`config.mk`:
```
export PLATFORM = sky130hd
export DESIGN_NAME = alu_cmd_issuer_flat
export DESIGN_NICKNAME = d
export VERILOG_FILES = /design/src/rtl/alu_cmd_issuer_pkg.sv /design/src/rtl/alu_cmd_issuer_if.sv /design/src/rtl/alu_cmd_issuer_cmd_fifo.sv /design/src/rtl/alu_cmd_issuer.sv /design/src/flat_wrapper.sv
export SDC_FILE = /design/constraint.sdc
export NUM_CORES = 1
export LEC_CHECK = 0
export BUFFER_PORTS_ARGS = -buffer_cell sky130_fd_sc_hd__buf_4
export CAP_MARGIN = 10
export CORE_MARGIN = 1.5
export CORE_UTILIZATION = 58
export CTS_BUF_LIST = sky130_fd_sc_hd__clkbuf_4 sky130_fd_sc_hd__clkbuf_8
export DETAILED_ROUTE_END_ITERATION = 12
export PLACE_DENSITY = 0.81
export SKIP_LAST_GASP = 1
export SYNTH_ARGS = -nofsm -noshare
export SYNTH_HDL_FRONTEND = slang
export SYNTH_SLANG_ARGS = --single-unit
export TNS_END_PERCENT = 5
```
`constraint.sdc`:
```
create_clock -name clk -period 2.7 [get_ports clk]
set_clock_uncertainty 0.15 [all_clocks]
set_input_delay 0.27 -clock clk [delete_from_list [all_inputs] [get_ports clk]]
set_output_delay 0.27 -clock clk [all_outputs]
set_load 0.005 [all_outputs]
```
`src/rtl/alu_cmd_issuer_pkg.sv`:
```
// Shared types for the ALU command issuer, the combinational ALU and the bench.
// A command is {oc, a, b}; the opcode enum fixes the ALU operation encoding.
package alu_cmd_issuer_pkg;
    localparam int OC_W   = 3;
    localparam int DATA_W = 4;

    typedef enum logic [OC_W-1:0] {
        OP_ADD  = 3'd0,
        OP_SUB  = 3'd1,
        OP_AND  = 3'd2,
        OP_OR   = 3'd3,
        OP_XOR  = 3'd4,
        OP_NOTA = 3'd5,
        OP_SHL  = 3'd6,
        OP_SHR  = 3'd7
    } alu_op_e;

    typedef struct packed {
        logic [OC_W-1:0]   oc;
        logic [DATA_W-1:0] a;
        logic [DATA_W-1:0] b;
    } alu_cmd_t;
endpackage

```
`src/rtl/alu_cmd_issuer_if.sv`:
```
// Command (producer -> issuer) and result (issuer -> consumer) handshake channels.
// slave is the issuer's view, master is the producer/consumer view.
interface alu_cmd_issuer_if;
    import alu_cmd_issuer_pkg::*;

    logic              in_valid;
    logic              in_ready;
    logic [OC_W-1:0]   in_oc;
    logic [DATA_W-1:0] in_a;
    logic [DATA_W-1:0] in_b;
    logic              res_valid;
    logic              res_ready;
    logic [DATA_W-1:0] res_data;
    logic [OC_W-1:0]   res_oc;

    modport slave (
        input  in_valid, in_oc, in_a, in_b, res_ready,
        output in_ready, res_valid, res_data, res_oc
    );

    modport master (
        output in_valid, in_oc, in_a, in_b, res_ready,
        input  in_ready, res_valid, res_data, res_oc
    );
endinterface

```
`src/rtl/alu_cmd_issuer_cmd_fifo.sv`:
```
// Command FIFO: power-of-two depth, wrapping pointers, occupancy count, sync flush.
// Push is refused when full even if a pop happens in the same cycle.
module alu_cmd_issuer_cmd_fifo
    import alu_cmd_issuer_pkg::*;
#(
    parameter  int DEPTH = 4,
    localparam int AW    = $clog2(DEPTH),
    localparam int CW    = $clog2(DEPTH + 1)
) (
    input  logic          clk,
    input  logic          rst_n,
    input  logic          clear,
    input  logic          push,
    input  alu_cmd_t      wr_data,
    input  logic          pop,
    output alu_cmd_t      rd_data,
    output logic [CW-1:0] count,
    output logic          full,
    output logic          empty
);
    alu_cmd_t      r_mem [DEPTH];
    logic [AW-1:0] r_wr_ptr;
    logic [AW-1:0] r_rd_ptr;
    logic [CW-1:0] r_count;
    logic          w_push;
    logic          w_pop;

    assign full    = (r_count == CW'(DEPTH));
    assign empty   = (r_count == '0);
    assign count   = r_count;
    assign rd_data = r_mem[r_rd_ptr];
    assign w_push  = push && !full && !clear;
    assign w_pop   = pop && !empty && !clear;

    always_ff @(posedge clk) begin
        if (w_push) begin
            r_mem[r_wr_ptr] <= wr_data;
        end
    end

    always_ff @(posedge clk or negedge rst_n) begin
        if (!rst_n) begin
            r_wr_ptr <= '0;
            r_rd_ptr <= '0;
            r_count  <= '0;
        end else if (clear) begin
            r_wr_ptr <= '0;
            r_rd_ptr <= '0;
            r_count  <= '0;
        end else begin
            if (w_push) r_wr_ptr <= r_wr_ptr + AW'(1);
            if (w_pop)  r_rd_ptr <= r_rd_ptr + AW'(1);
            case ({w_push, w_pop})
                2'b10:   r_count <= r_count + CW'(1);
                2'b01:   r_count <= r_count - CW'(1);
                default: r_count <= r_count;
            endcase
        end
    end
endmodule

```
`src/rtl/alu_cmd_issuer.sv`:
```
// FIFO -> issue register (drives ALU operands) -> result register with backpressure.
// Operand lines hold the last issued command so alu_out is stable when captured.
module alu_cmd_issuer
    import alu_cmd_issuer_pkg::*;
#(
    parameter  int DEPTH = 4,
    localparam int CW    = $clog2(DEPTH + 1)
) (
    input  logic              clk,
    input  logic              rst_n,
    input  logic              clear,
    alu_cmd_issuer_if.slave   bus,
    output logic [OC_W-1:0]   alu_oc,
    output logic [DATA_W-1:0] alu_a,
    output logic [DATA_W-1:0] alu_b,
    input  logic [DATA_W-1:0] alu_out,
    output logic [CW-1:0]     count
);
    alu_cmd_t          w_in_cmd;
    alu_cmd_t          w_head;
    logic              w_full;
    logic              w_empty;
    logic              w_res_adv;
    logic              w_iss_adv;

    alu_cmd_t          r_iss_cmd;
    logic              r_iss_v;
    logic              r_res_v;
    logic [DATA_W-1:0] r_res_data;
    logic [OC_W-1:0]   r_res_oc;

    assign w_in_cmd = '{oc: bus.in_oc, a: bus.in_a, b: bus.in_b};

    alu_cmd_issuer_cmd_fifo #(.DEPTH(DEPTH)) u_fifo (
        .clk     (clk),
        .rst_n   (rst_n),
        .clear   (clear),
        .push    (bus.in_valid),
        .wr_data (w_in_cmd),
        .pop     (w_iss_adv),
        .rd_data (w_head),
        .count   (count),
        .full    (w_full),
        .empty   (w_empty)
    );

    assign w_res_adv = r_iss_v && (!r_res_v || bus.res_ready);
    assign w_iss_adv = !w_empty && (!r_iss_v || w_res_adv);

    always_ff @(posedge clk or negedge rst_n) begin
        if (!rst_n) begin
            r_iss_cmd  <= '0;
            r_iss_v    <= 1'b0;
            r_res_v    <= 1'b0;
            r_res_data <= '0;
            r_res_oc   <= '0;
        end else if (clear) begin
            // Flush valids only; operand and result data hold their values.
            r_iss_v <= 1'b0;
            r_res_v <= 1'b0;
        end else begin
            if (w_iss_adv) begin
                r_iss_cmd <= w_head;
                r_iss_v   <= 1'b1;
            end else if (w_res_adv) begin
                r_iss_v <= 1'b0;
            end
            if (w_res_adv) begin
                r_res_data <= alu_out;
                r_res_oc   <= r_iss_cmd.oc;
                r_res_v    <= 1'b1;
            end else if (bus.res_ready) begin
                r_res_v <= 1'b0;
            end
        end
    end

    assign alu_oc        = r_iss_cmd.oc;
    assign alu_a         = r_iss_cmd.a;
    assign alu_b         = r_iss_cmd.b;
    assign bus.in_ready  = !w_full;
    assign bus.res_valid = r_res_v;
    assign bus.res_data  = r_res_data;
    assign bus.res_oc    = r_res_oc;
endmodule
```
`src/flat_wrapper.sv`:
```
// flat-port wrapper written by rule: the top's interface ports become plain ports
module alu_cmd_issuer_flat import alu_cmd_issuer_pkg::*;
#(
    parameter  int DEPTH = 4,
    localparam int CW    = $clog2(DEPTH + 1)
)
  (clk, rst_n, clear, alu_oc, alu_a, alu_b, alu_out, count, bus_in_valid, bus_in_oc, bus_in_a, bus_in_b, bus_res_ready, bus_in_ready, bus_res_valid, bus_res_data, bus_res_oc);
  alu_cmd_issuer_if bus_i ();
  input  logic clk;
  input  logic rst_n;
  input  logic clear;
  output logic [OC_W-1:0] alu_oc;
  output logic [DATA_W-1:0] alu_a;
  output logic [DATA_W-1:0] alu_b;
  input  logic [DATA_W-1:0] alu_out;
  output logic [CW-1:0] count;
  input wire logic [$bits(bus_i.in_valid)-1:0] bus_in_valid;
  input wire logic [$bits(bus_i.in_oc)-1:0] bus_in_oc;
  input wire logic [$bits(bus_i.in_a)-1:0] bus_in_a;
  input wire logic [$bits(bus_i.in_b)-1:0] bus_in_b;
  input wire logic [$bits(bus_i.res_ready)-1:0] bus_res_ready;
  output wire logic [$bits(bus_i.in_ready)-1:0] bus_in_ready;
  output wire logic [$bits(bus_i.res_valid)-1:0] bus_res_valid;
  output wire logic [$bits(bus_i.res_data)-1:0] bus_res_data;
  output wire logic [$bits(bus_i.res_oc)-1:0] bus_res_oc;
  assign bus_i.in_valid = bus_in_valid;
  assign bus_i.in_oc = bus_in_oc;
  assign bus_i.in_a = bus_in_a;
  assign bus_i.in_b = bus_in_b;
  assign bus_i.res_ready = bus_res_ready;
  assign bus_in_ready = bus_i.in_ready;
  assign bus_res_valid = bus_i.res_valid;
  assign bus_res_data = bus_i.res_data;
  assign bus_res_oc = bus_i.res_oc;
  alu_cmd_issuer #(.DEPTH(DEPTH)) u_core (.clk(clk), .rst_n(rst_n), .clear(clear), .bus(bus_i), .alu_oc(alu_oc), .alu_a(alu_a), .alu_b(alu_b), .alu_out(alu_out), .count(count));
endmodule
```
# --- Yosys cells after proc, flatten, opt, wreduce, memory -nomap -nowiden ---
# Memories as Yosys holds them, arrays and structs flattened. A register that Yosys moved wholly into a read port is not among the register bits.
# Index checks and enable logic that the tools add are counted.
totals:
  ff_bits: 16
  out_inout_bits: 23
  ram_bits: 44
  memories: 1
  inputBits: 20
  elab_cells: 52
memory_table:
  columns: ["memory", "words", "word_bits", "rd", "rd_clocked_by_memory_dff", "wr", "line", "text"]
  rows:
  - ["u_core.u_fifo.r_mem", 4, 11, 1, 1, 1, "alu_cmd_issuer_cmd_fifo.sv:21", "alu_cmd_t r_mem [DEPTH];"]
classes:
  n_eq_ne: 3
  n_reduce_logical: 22
  add_sub_neg: 4
  n_mux: 14
  n_bitwise: 1
op_table:
  columns: ["cell", "count"]
  rows:
  - ["$reduce_bool 3->1", 3]
  - ["$mux 1", 8]
  - ["$mux 2", 4]
  - ["$logic_and 1x1->1", 6]
  - ["$logic_not 1->1", 6]
  - ["$pmux 3 s2", 1]
  - ["$add 2x1->2 const B", 2]
  - ["$reduce_and 2->1", 2]
  - ["$reduce_bool 2->1", 2]
  - ["$add 3x1->3 const B", 1]
  - ["$eq 3x3->1 const B", 1]
  - ["$logic_not 3->1", 1]
  - ["$mux 3", 1]
  - ["$sub 3x1->3 const B", 1]
  - ["$eq 2x1->1 const B", 1]
  - ["$eq 2x2->1 const B", 1]
  - ["$logic_or 1x1->1", 2]
  - ["$not 1->1", 1]

# --- Longest topological paths before layout ---
# Gate-level depths: netlist of run 1.
logic_depth:
  ltp_word: 10
  mapped_depth: 9
  mapped_depth_nobuf: 8

# --- Modules after synthesis ---
# From an unflattened synthesis of run 1, not the netlist that was laid out.
hier_totals:
  hier_cells: 171
  hier_area_um2: 2947.8
modules_own_cells:
  columns: ["mod", "cells_per_inst", "seq_area_each_um2", "instances", "area_per_inst_um2"]
  rows:
  - ["alu_cmd_issuer_cmd_fifo", 122, 1496.4, 1, 2168.3]
  - ["alu_cmd_issuer", 49, 500.5, 1, 779.5]

# --- Worst setup path before layout of run 1 ---
# Ideal clock, no wire load.
synth_path:
  kind: "register to register"
  from: "register u_core.u_fifo.r_count[0] (netlist: u_core.u_fifo.count[0])"
  to: "register u_core.u_fifo.r_count[2] (netlist: u_core.u_fifo.count[2])"
  path_stages_with_launch: 10
  path_slack_ns: 0.223
  arrival_time_ns: 2.205
  t_required_ns: 2.428
  period_less_slack_ns: 2.477
  setup_ns: 0.122
  path_buffers: 1
  path_cell_list: "dfrtp_1 > or3_4 > nand2_4 > nor2_2 > buf_6 > and2_1 > fa_1 > nand3_1 > o21ai_0 > a2111oi_1"
synth_between:
  elab_chain_cells: 8
  elab_cells_between_ends: 16
  classes_between: "2 x add/sub; 3 x eq/ne; 2 x mux; 9 x reduce/logical"
synth_lines:
  columns: ["item", "line", "text"]
  rows:
  - ["from (decl)", "alu_cmd_issuer_cmd_fifo.sv:24", "logic [CW-1:0] r_count;"]
  - ["from (signal assigned)", "alu_cmd_issuer_cmd_fifo.sv:54", "2'b10: r_count <= r_count + CW'(1);"]
  - ["from (signal assigned)", "alu_cmd_issuer_cmd_fifo.sv:55", "2'b01: r_count <= r_count - CW'(1);"]
  - ["from (signal assigned)", "alu_cmd_issuer_cmd_fifo.sv:56", "default: r_count <= r_count;"]
  - ["$logic_not 3->1", "alu_cmd_issuer_cmd_fifo.sv:29", "assign empty = (r_count == '0);"]
  - ["$logic_not 1->1", "alu_cmd_issuer_cmd_fifo.sv:33, alu_cmd_issuer.sv:48", null]
  - ["$logic_and 1x1->1", "alu_cmd_issuer.sv:48", "assign w_iss_adv = !w_empty && (!r_iss_v || w_res_adv);"]
  - ["$logic_and 1x1->1 (2 in series)", "alu_cmd_issuer_cmd_fifo.sv:33", "assign w_pop = pop && !empty && !clear;"]
  - ["$eq 2x1->1 or $eq 2x2->1 (tied branches)", "alu_cmd_issuer_cmd_fifo.sv:53", "case ({w_push, w_pop})"]
  - ["$pmux 3 s2", "alu_cmd_issuer_cmd_fifo.sv:53", null]
  - ["$mux 3", "alu_cmd_issuer_cmd_fifo.sv:46", "end else if (clear) begin"]
# Parallel ways exist; a longest one is shown, timed or not.
# A chain may end at the register's enable or synchronous reset.

# --- Worst setup path after layout of run 1 ---
layout_path:
  from: "register u_core.u_fifo.r_count[2] (netlist: u_core.u_fifo.count[2])"
  to: "register u_core.u_fifo.r_count[2] (netlist: u_core.u_fifo.count[2])"
# Same word-level chain as after synthesis.

==> reports/results.ini, run 1 <==
[global_route]
grt_antenna_before_repair = 0
gr-total-overflow = 0
grt_max_degree = 28
grtUsageTotal_pct = 21.7
grt_pass1_vias = 1671
grt_pass1_wl_um = 8050

[power]
combPwrFrac_pct = 32.6
p_sw_mw = 1.03
pwr-share-clk_pct = 24.1
irDropWorstVdd_mv = 0.697
switching_share_pct = 28.3
p_leak_nw = 1.40
internal_power_mw = 2.61
p_seq_share_pct = 43.3
power_per_cell_area_nw_per_um2 = 1010

[yosys]
synth_top_area_share_pct = 46.4
synthArstFlopShare_pct = 38.0
ys_seq_area_share_pct = 70.2
syn-num-nets = 178
yosys_register_bits = 71
ys_types = 34
synth.most_common_cell = edfxtp_1
synth_area_um2 = 2850
synth_edf_count = 44
yosysWarningCount = 0
ys.flop_type = edfxtp_1
syn_inst = 153
synthTopCellsByArea = edfxtp_1 46%, dfrtp_1 24%, mux4_2 8.7%
yosys-top-cells-count = 44 x edfxtp_1, 27 x dfrtp_1, 18 x mux2_2
synth.avg_cell_area_um2 = 18.6
synth_top_cell_by_area = edfxtp_1

[setup_path]
startpoint_type = flop
required_ps = 2770
reg2reg_from = u_core.u_fifo.count[2]
worstReg2RegEnd = u_core.u_fifo.count[2]
cp-startpoint = u_core.u_fifo.count[2]
crit_end = u_core.u_fifo.count[2]
reg2reg_depth = 8
ff2ff_setup_slack_ps = 80
worstPathMaxFanout = 7
arrival_ps = 2690
criticalPathCategory = flop to flop
endpoint_kind = flop

[placement]
hpwl_um = 3360
placed_area_um2 = 3230
port_buffers = 42
routabilityCongestion = 0.720
post-place-ws_ps = 54.4
placedCellCount = 260

[outcome]
status = finished, final reports clean

[clocking]
cts.sinks = 71
root_buffer = clkbuf_8
clock_latency_ps = 340
numCtsBuffers = 9
htree_levels = 3
clock_path_buffers = 2
clkTransAtPathRegs_ps = 80
cts_tree = done
post_cts_buffers = 0

[timing]
whs_ps = 16.0
finalCritPeriodShare_pct = 97.0
max_slew_margin_pct = 58.2
fmaxAchievable_mhz = 382
min_period_ps = 2620
fin_ws_ps = 80.1
grt_setup_unrepaired = false
worst_pin_slew_ps = 627
setup_viol = 0
fin_setup_tns_ps = 0
report.final.slew_viol_count = 0
timing.final.hold_violations = 0

[floorplan]
num_io_pins = 43
die_w_um = 73.1
coreArea_um2 = 4720
die_h_um = 73.1
die_area_um2 = 5340
floorplan.initialDensity_pct = 60.3
row_count = 25

[detailed_routing]
wl_met3_um = 228
maxUsedRoutingLayer = met4
drtAntennaViolNets = 0
via_per_inst = 5.34
wl_per_cell_um = 17.8
vias = 1550
drc = 0
wl_met2_um = 2640
m1WireLength_um = 2180
wirelength_um = 5160
drt_iter0_drc = 84
drtPass1Iterations = 4

[cells_and_area]
regArea_um2 = 2000
multi_input_comb_area_um2 = 821
diodes = 0
area_delta_synth_final_pct = 26.2
final_area_um2 = 3590
fillers = 263
nets = 243
drive_gt1_share_pct = 43.5
layout.cells.non_filler = 290

[hold_path]
hp-class = primary input to flop
min_path_cells = 2

[job]
drv_cap = 0

==> power by group through the flow <==
stage	clock (mW)	combinational, mW	sequential, mW
after floorplan	0	0.717	1.56
after global placement	0	1.10	1.57
after detailed placement	0	1.17	1.60
after CTS	0.891	1.19	1.58
after global routing	0.946	1.29	1.60
final	0.875	1.19	1.58
==> cell usage in the layout, fill, tap and decap left out <==
master and instances:
xnor2_1 2, nor2_2 1, a21oi_1 2, fa_1 1
mux2_2 18, or3_4 1, nor2b_1 2, mux4_2 11
nor4b_1 1, mux2i_1 1, nand2_4 2, a311oi_1 1
buf_4 44, nand3_1 3, bufinv_16 1, nand2b_1 2
or3b_4 1, and2_1 5, dfrtp_1 27, mux2_4 1
inv_1 2, clkinv_2 2, xor2_1 2, a2111oi_2 1
nand2_1 1, clkbuf_8 12, nor2_1 8, dlygate4sd3_1 14
edfxtp_1 44, nor3b_2 1, o21ai_0 1, ha_1 4
nand3b_1 1, and3b_1 1, clkbuf_4 1, o21a_1 1
==> what timing repair did <==
item	in CTS	in global routing
resized for setup	0	1
endpoints found under the setup margin	0	1
hold buffers	12	2
hold endpoints to repair	71	2
==> layout make-up <==
type | instances | share of cell area, %
sequential | 71 | 55.6
clock buffer | 13 | 4.81
tap | 67 | 2.33
timing repair buffer | 58 | 13.1
inverter | 2 | 0.209
clock inverter | 3 | 1.11
multi-input combinational | 76 | 22.8
==> through the flow <==
stage | power (mW) | util (%)
after global routing | 3.84 | 76.1
after global placement | 2.67 | 68.5
after floorplan | 2.28 | -
final | 3.64 | 76.1
after detailed placement | 2.77 | 68.5
after CTS | 3.65 | 75.5
==> worst min path at each step <==
| stage | from | to | slack, ps |
|---|---|---|---|
| 2_1_floorplan | rst_n | u_core.alu_a[0] | -180 |
| 3_3_place_gp | rst_n | u_core.alu_a[1] | 60 |
| 3_5_place_dp | rst_n | u_core.alu_b[1] | 70 |
| 4_1_cts | alu_out[2] | u_core.bus.res_data[2] | 3 |
| 5_1_grt | alu_out[0] | u_core.bus.res_data[0] | 3 |
| 6_report | alu_out[0] | u_core.bus.res_data[0] | 20 |
==> sequential cells by signal, indices dropped and copies added, names as in the netlist <==
| register | flops |
|---|---|
| u_core.u_fifo.count | 3 |
| u_core.bus.res_oc | 3 |
| u_core.u_fifo.r_rd_ptr | 2 |
| u_core.bus.res_data | 4 |
| u_core.bus.res_valid | 1 |
| u_core.alu_b | 4 |
| u_core.alu_a | 4 |
| u_core.u_fifo.r_wr_ptr | 2 |
| u_core.alu_oc | 3 |
| u_core.r_iss_v | 1 |
| u_core.u_fifo.r_mem | 44 |
==> logic make-up (layout without fill, tap and decap cells) <==
logic type	after synthesis	after routing	synth area share [%]
fa+ha+maj	5	5	2.46
simple gates	30	30	6.81
xor+xnor	4	4	1.23
buf+inv	6	76	1.19
flops	71	71	70.2
mux	31	31	16.7
compound gates	6	6	1.45
==> per-layer routing <==
metal	vias up	track usage, %
li1	709	-
met1	788	27.3
met2	43	34.7
met3	10	5.66
met4	0	11.7
met5	-	0
==> worst max-delay path: stages (launching register included) <==
cell and delay (ps):
dfrtp_1 450, or3_4 440, nand2_4 130, nor2_2 50
and2_1 180, fa_1 440, nand3_1 100, o21ai_0 130
a2111oi_2 420
(Power assumes the default switching activity.)
==> run 2, diff against run 1 <==
--- a/config.mk
+++ b/config.mk
@@ -8,10 +8,10 @@
 export BUFFER_PORTS_ARGS = -buffer_cell sky130_fd_sc_hd__buf_4
 export CAP_MARGIN = 10
 export CORE_MARGIN = 1.5
-export CORE_UTILIZATION = 58
+export CORE_UTILIZATION = 60
 export CTS_BUF_LIST = sky130_fd_sc_hd__clkbuf_4 sky130_fd_sc_hd__clkbuf_8
 export DETAILED_ROUTE_END_ITERATION = 12
-export PLACE_DENSITY = 0.81
+export PLACE_DENSITY = 0.83
 export SKIP_LAST_GASP = 1
 export SYNTH_ARGS = -nofsm -noshare
 export SYNTH_HDL_FRONTEND = slang
==> constraint.sdc (replaced) <==
create_clock -name clk -period 3.2 [get_ports clk]
set_clock_uncertainty 0.15 [all_clocks]
set_input_delay 0.64 -clock clk [delete_from_list [all_inputs] [get_ports clk]]
set_output_delay 0.64 -clock clk [all_outputs]
set_load 0.005 [all_outputs]
==> run 2 against run 1 <==
Effect of this change: cell count shrank 10%; sequential share of layout area up 3.3 points; power decreased by 20%; critical path depth unchanged; final area shrank 5.7%; sequential power fell by 14%; die area down 3.2%; wire length decreased by 3.1%; hold slack improved by 42 ps; global-route usage increased by 0.92 points; fmax is 3.4% higher; non-clock buffer count fell by 15; critical path type unchanged; largest power group unchanged; highest routed layer unchanged.
==> reports/results.ini, run 2 (same netlist as run 1, synthesis figures left out) <==
[global_route]
grt_use_met2_pct = 37.6  ; +2.8 points
grtUsageTotal_pct = 22.6  ; +0.92 points
grt_antenna_before_repair = 0  ; unchanged
grt_busiest_layer = met2
grt_pass1_wl_um = 8160  ; +1.4%
gr-total-overflow = 0  ; unchanged
grt_use_met3_pct = 6.47  ; +0.81 points
grt_pass1_vias = 1662  ; -0.54%
grt_max_degree = 28  ; unchanged
met1_usage_pct = 26.6  ; -0.64 points

[timing]
grt_setup_unrepaired = false
timing.final.hold_violations = 0  ; unchanged
report.final.slew_viol_count = 0  ; unchanged
worst_pin_slew_ps = 791  ; +164 ps
min_period_ps = 2530  ; -87.1 ps
fin_setup_tns_ps = 0  ; unchanged
finalCritPeriodShare_pct = 79.1  ; -18 points
fmaxAchievable_mhz = 395  ; +3.4%
max_slew_margin_pct = 47.3  ; -11 points
setup_viol = 0  ; unchanged
whs_ps = 58.1  ; +42.1 ps

[outcome]
status = finished, final reports clean

[clocking]
numCtsBuffers = 9  ; unchanged
cts.sinks = 71  ; unchanged
post_cts_buffers = 0  ; unchanged
cts_tree = done
cts-hold-fix-buffers = 0  ; -12
post_cts_resized = 0  ; unchanged
htree_levels = 3  ; unchanged
clock_latency_ps = 340  ; about the same
root_buffer = clkbuf_8
clkTransAtPathRegs_ps = 70  ; about the same
clock_path_buffers = 2  ; unchanged

[setup_path]
startpoint_type = flop
cp_slowest_cell = dfrtp_1
path_delay_family = simple AND/OR/NAND/NOR gates
path_buf_inv = 0  ; unchanged
criticalPathCategory = flop to flop
required_ps = 3270  ; +500 ps
crit_chain = or3_4, nand2_4, nor2_2, and2_1, fa_1, nor2_1, a311oi_1, a2111oi_1
arrival_ps = 2610  ; -80 ps
worst_path_largest_cell_delay_ps = 460  ; about the same
endpoint_kind = flop
worstPathMaxFanout = 7  ; unchanged

[detailed_routing]
drt_iter0_drc = 135  ; +61%
drc = 0  ; unchanged
via_per_inst = 5.86  ; +9.6%
drtAntennaViolNets = 0  ; unchanged
wl_per_cell_um = 19.2  ; +8.1%
vias = 1523  ; -1.7%
wirelength_um = 5000  ; -3.1%
drtPass1Iterations = 4  ; unchanged

[power]
power_per_cell_area_nw_per_um2 = 861  ; -15%
p_leak_nw = 1.32  ; -5.6%
fin_total_pwr_mw = 2.92  ; -20%
irDropWorstVdd_mv = 0.454  ; -35%

[floorplan]
num_io_pins = 43  ; unchanged
die_w_um = 71.9  ; -1.6%
coreArea_um2 = 4440  ; -5.9%
row_count = 24  ; -4.0%
die_h_um = 71.9  ; -1.6%
die_area_um2 = 5170  ; -3.2%
floorplan.initialDensity_pct = 64.0  ; +3.8 points

[placement]
hpwl_um = 3350  ; -0.40%
routabilityCongestion = 0.749  ; +4.0%
port_buffers = 42  ; unchanged

[cells_and_area]
largest_reg_flops = 44  ; unchanged
top_register = u_core.u_fifo.r_mem
diodes = 0  ; unchanged
final_core_util_pct = 76.2  ; +0.19 points
final_cell_mix = 44 x edfxtp_1, 43 x buf_4, 27 x dfrtp_1
final_common_cell = edfxtp_1
area_delta_synth_final_pct = 19.0
nets = 228  ; -6.2%
drive_gt1_share_pct = 45.7  ; +2.2 points

[job]
drv_cap = 0  ; unchanged

[hold_path]
hp-class = primary input to async pin

-- run 2: changes by cell type in the layout (fill, tap and decap cells not counted), sizes merged --
| cell | change |
|---|---|
| dlygate4sd3 | -14 |
| clkbuf | +2 |
| buf | -1 |
| bufinv | -1 |
| clkinv | -1 |
-- run 2: through the flow --
stage / std cells / cell area [µm²] / setup WS [ps]
2_1_floorplan: 153 / 2850 / 723
3_3_place_gp: 244 / 3210 / 706
3_5_place_dp: 244 / 3210 / 567
4_1_cts: 260 / 3390 / 677
5_1_grt: 260 / 3390 / 537
6_report: 260 / 3390 / 667
-- run 2: final timing paths --
path / startpoint / end / slack (ps) / cells past startpoint
min in group clk: bus_in_b[0] / u_core.u_fifo.r_mem[1][0] / 350 / 1
hold reg to reg: u_core.alu_b[1] / u_core.alu_b[1] / 360 / 1
max in group asynchronous: rst_n / u_core.u_fifo.r_rd_ptr[1] / 2570 / 1
setup reg to reg: u_core.u_fifo.count[2] / u_core.u_fifo.count[2] / 670 / 8
setup / recovery: u_core.u_fifo.count[2] / u_core.u_fifo.count[2] / 670 / 8
hold / removal: rst_n / u_core.bus.res_data[2] / 60 / 1
-- run 2: worst reg2reg max path: stages (launching register included) --
cell and delay (ps):
dfrtp_1 460, or3_4 440, nand2_4 120, nor2_2 50
and2_1 160, fa_1 450, nor2_1 160, a311oi_1 70
a2111oi_1 360
-- run 2: metal layers --
metal,vias to the layer above,routed length (µm)
met5,-,0
met4,0,167
met3,16,262
met2,52,2650
met1,776,1930
li1,679,-
-- run 2: final cells by class --
type                    instances  area [µm²]
flip-flops and latches         71        2000
fillers                       262        1060
multi-input cells              76         816
repair buffers                 43         323
clock buffers                  15         175
well taps                      52        65.1
inverters                       2        7.51
clock inverters                 1        5.00
-- run 2: where the power goes --
group | switching (mW) | internal [mW]
logic | 0.351 | 0.565
registers | 0.182 | 1.18
clock network | 0.296 | 0.346
total | 0.829 | 2.09
==> run 3, diff against run 2 <==
--- a/config.mk
+++ b/config.mk
@@ -5,13 +5,14 @@
 export SDC_FILE = /design/constraint.sdc
 export NUM_CORES = 1
 export LEC_CHECK = 0
+export ABC_AREA = 1
 export BUFFER_PORTS_ARGS = -buffer_cell sky130_fd_sc_hd__buf_4
 export CAP_MARGIN = 10
 export CORE_MARGIN = 1.5
-export CORE_UTILIZATION = 60
+export CORE_UTILIZATION = 58
 export CTS_BUF_LIST = sky130_fd_sc_hd__clkbuf_4 sky130_fd_sc_hd__clkbuf_8
 export DETAILED_ROUTE_END_ITERATION = 12
-export PLACE_DENSITY = 0.83
+export PLACE_DENSITY = 0.81
 export SKIP_LAST_GASP = 1
 export SYNTH_ARGS = -nofsm -noshare
 export SYNTH_HDL_FRONTEND = slang
==> constraint.sdc (replaced) <==
create_clock -name clk -period 2.5 [get_ports clk]
set_clock_uncertainty 0.15 [all_clocks]
set_input_delay 0.5 -clock clk [delete_from_list [all_inputs] [get_ports clk]]
set_output_delay 0.5 -clock clk [all_outputs]
set_load 0.005 [all_outputs]
==> run 3 against run 2 <==
Effect of this change: non-clock buffer count up 6; core utilization decreased by 2.2 points; via count up 26%.
==> reports/results.ini, run 3 <==
[clocking]
post_cts_buffers = 0  ; unchanged
cts-hold-fix-buffers = 1  ; +1
clkTransAtPathRegs_ps = 70  ; about the same
root_buffer = clkbuf_8
cts.sinks = 71  ; unchanged
clock_latency_ps = 340  ; about the same
htree_levels = 3  ; unchanged
clock_path_buffers = 2  ; unchanged
post_cts_resized = 0  ; unchanged
numCtsBuffers = 9  ; unchanged
cts_tree = done

[timing]
fmaxAchievable_mhz = 479  ; +21%
setup_viol = 0  ; unchanged
min_period_ps = 2090  ; -447 ps
report.final.slew_viol_count = 0  ; unchanged
fin_setup_tns_ps = 0  ; unchanged
max_slew_margin_pct = 56.5  ; +9.2 points
finalCritPeriodShare_pct = 83.4  ; +4.3 points
worst_pin_slew_ps = 652  ; -139 ps
timing.final.hold_violations = 0  ; unchanged
grt_setup_unrepaired = false

[yosys]
synthArstFlopShare_pct = 38.0  ; unchanged
syn_inst = 241  ; +58%
synth_area_um2 = 2900  ; +1.9%
synth_top_area_share_pct = 45.6  ; -0.86 points
synth_top_cell_by_area = edfxtp_1
yosys-top-cells-count = 44 x edfxtp_1, 43 x nand2_1, 29 x o21ai_0
yosys_register_bits = 71  ; unchanged
yosysWarningCount = 0  ; unchanged
synthTopCellsByArea = edfxtp_1 46%, dfrtp_1 23%, nand2_1 5.6%
ys_seq_area_share_pct = 68.9  ; -1.3 points
ys_types = 29  ; -15%
synth.avg_cell_area_um2 = 12.0  ; -35%
syn-num-nets = 266  ; +49%
ys.flop_type = edfxtp_1
synth_edf_count = 44  ; unchanged
synth.most_common_cell = edfxtp_1

[cells_and_area]
top_register = u_core.u_fifo.r_mem
final_common_cell = buf_4
layout.cells.non_filler = 365  ; +40%
nets = 318  ; +39%
final_cell_mix = 48 x buf_4, 44 x edfxtp_1, 43 x nand2_1
area_delta_synth_final_pct = 21.3
largest_reg_flops = 44  ; unchanged
drive_gt1_share_pct = 28.5  ; -17 points
diodes = 0  ; unchanged

[detailed_routing]
drtPass1Iterations = 5  ; +1
drt_iter0_drc = 135  ; unchanged
wirelength_um = 5560  ; +11%
m1WireLength_um = 2200  ; +14%
wl_met2_um = 2880  ; +8.9%
vias = 1919  ; +26%
maxUsedRoutingLayer = met4
drtAntennaViolNets = 0  ; unchanged
wl_per_cell_um = 15.2  ; -21%
drc = 0  ; unchanged
wl_met3_um = 404  ; +54%
via_per_inst = 5.26  ; -10%

[floorplan]
die_w_um = 73.7  ; +2.6%
row_count = 25  ; +4.2%
floorplan.initialDensity_pct = 61.0  ; -3.0 points
die_area_um2 = 5430  ; +5.2%
num_io_pins = 43  ; unchanged
coreArea_um2 = 4750  ; +7.0%
die_h_um = 73.7  ; +2.6%

[hold_path]
hp-class = primary input to flop

[job]
drv_cap = 0  ; unchanged

[global_route]
gr-total-overflow = 0  ; unchanged
grt_pass1_wl_um = 8690  ; +6.5%
grt_max_degree = 28  ; unchanged
grt_pass1_vias = 1841  ; +11%
grt_antenna_before_repair = 0  ; unchanged
grtUsageTotal_pct = 22.8  ; +0.15 points

[placement]
routabilityCongestion = 0.757  ; +1.1%
port_buffers = 42  ; unchanged
hpwl_um = 3590  ; +7.2%
placedCellCount = 348  ; +43%

[outcome]
status = finished, final reports clean

[setup_path]
path_buf_inv = 1  ; +1
endpoint_kind = flop
crit_chain = nor2_2, nand2_4, nand3_4, nor2_4, fa_1, xnor2_1, inv_1, nand2_1, nand2_1, nand2_1, nand2_1
path_delay_family = simple AND/OR/NAND/NOR gates
startpoint_type = flop
cp_slowest_cell = dfrtp_1
crit_top_cell = nand2_1
criticalPathCategory = flop to flop
required_ps = 2580  ; -690 ps
worstPathMaxFanout = 10  ; +3
worst_path_largest_cell_delay_ps = 450  ; about the same
arrival_ps = 2170  ; -440 ps

[power]
p_leak_nw = 1.49  ; +13%
power_per_cell_area_nw_per_um2 = 1080  ; +25%
irDropWorstVdd_mv = 0.557  ; +23%

[run 3: cell types whose count changed after synthesis, sizes merged, moves of 15 or more]
cell,change
nand2,+47
o21ai,+32
nor2,+21
inv,+15
mux2,-15
[run 3: report_power, final]
part	total (mW)	leakage, nW	internal, mW	switching (mW)
sequential	1.65	0.738	1.48	0.172
combinational	1.21	0.639	0.540	0.668
clock	0.922	0.110	0.521	0.401
[run 3: routing by layer]
metal	global-route usage, %	vias to the layer above
met5	0	-
met1	27.6	912
met2	37.3	74
met4	10.9	0
met3	6.86	6
li1	-	927
[run 3: logic make-up after synthesis]
logic type / share of synthesized area [%]
and+or+nand+nor: 14.3
DFF: 68.9
AOI/OAI and AO/OA: 8.93
buffers and inverters: 3.67
adders and majority gates: 2.42
muxes: 1.55
xor gates and xnor gates: 0.302
[run 3: through the flow]
| step | worst slack [ps] | power (mW) | util [%] | instance area [µm²] | hold WS (ps) |
|---|---|---|---|---|---|
| floorplan | 486 | 2.39 | - | 2900 | 54.4 |
| finish | 414 | 3.79 | 74.0 | 3520 | 207 |
| global placement | 283 | 2.84 | 69.5 | 3300 | 282 |
| CTS | 400 | 3.82 | 74.0 | 3520 | 191 |
| global route | 282 | 4.04 | 74.0 | 3520 | 194 |
| detailed placement | 224 | 2.90 | 69.5 | 3300 | 282 |
[run 3: layout make-up]
type,count,area (µm²)
Clock buffer,12,159
Clock inverter,4,45.0
Fill cell,342,1240
Inverter,17,66.3
Multi-Input combinational cell,145,797
Sequential cell,71,2000
Tap cell,67,83.8
Timing Repair Buffer,49,370
[run 3: path summary, 6_finish.rpt]
kind | start | to | slack [ps] | depth (start not counted)
max reg2reg | u_core.u_fifo.count[0] | u_core.u_fifo.count[2] | 410 | 11
min reg2reg | u_core.bus.res_oc[2] | u_core.bus.res_oc[2] | 340 | 2
max in group asynchronous | rst_n | u_core.alu_b[1] | 1470 | 2
max | u_core.u_fifo.count[0] | u_core.u_fifo.count[2] | 410 | 11
min | bus_in_a[1] | u_core.u_fifo.r_mem[3][5] | 210 | 1
min in group asynchronous | rst_n | u_core.bus.res_data[2] | 470 | 2
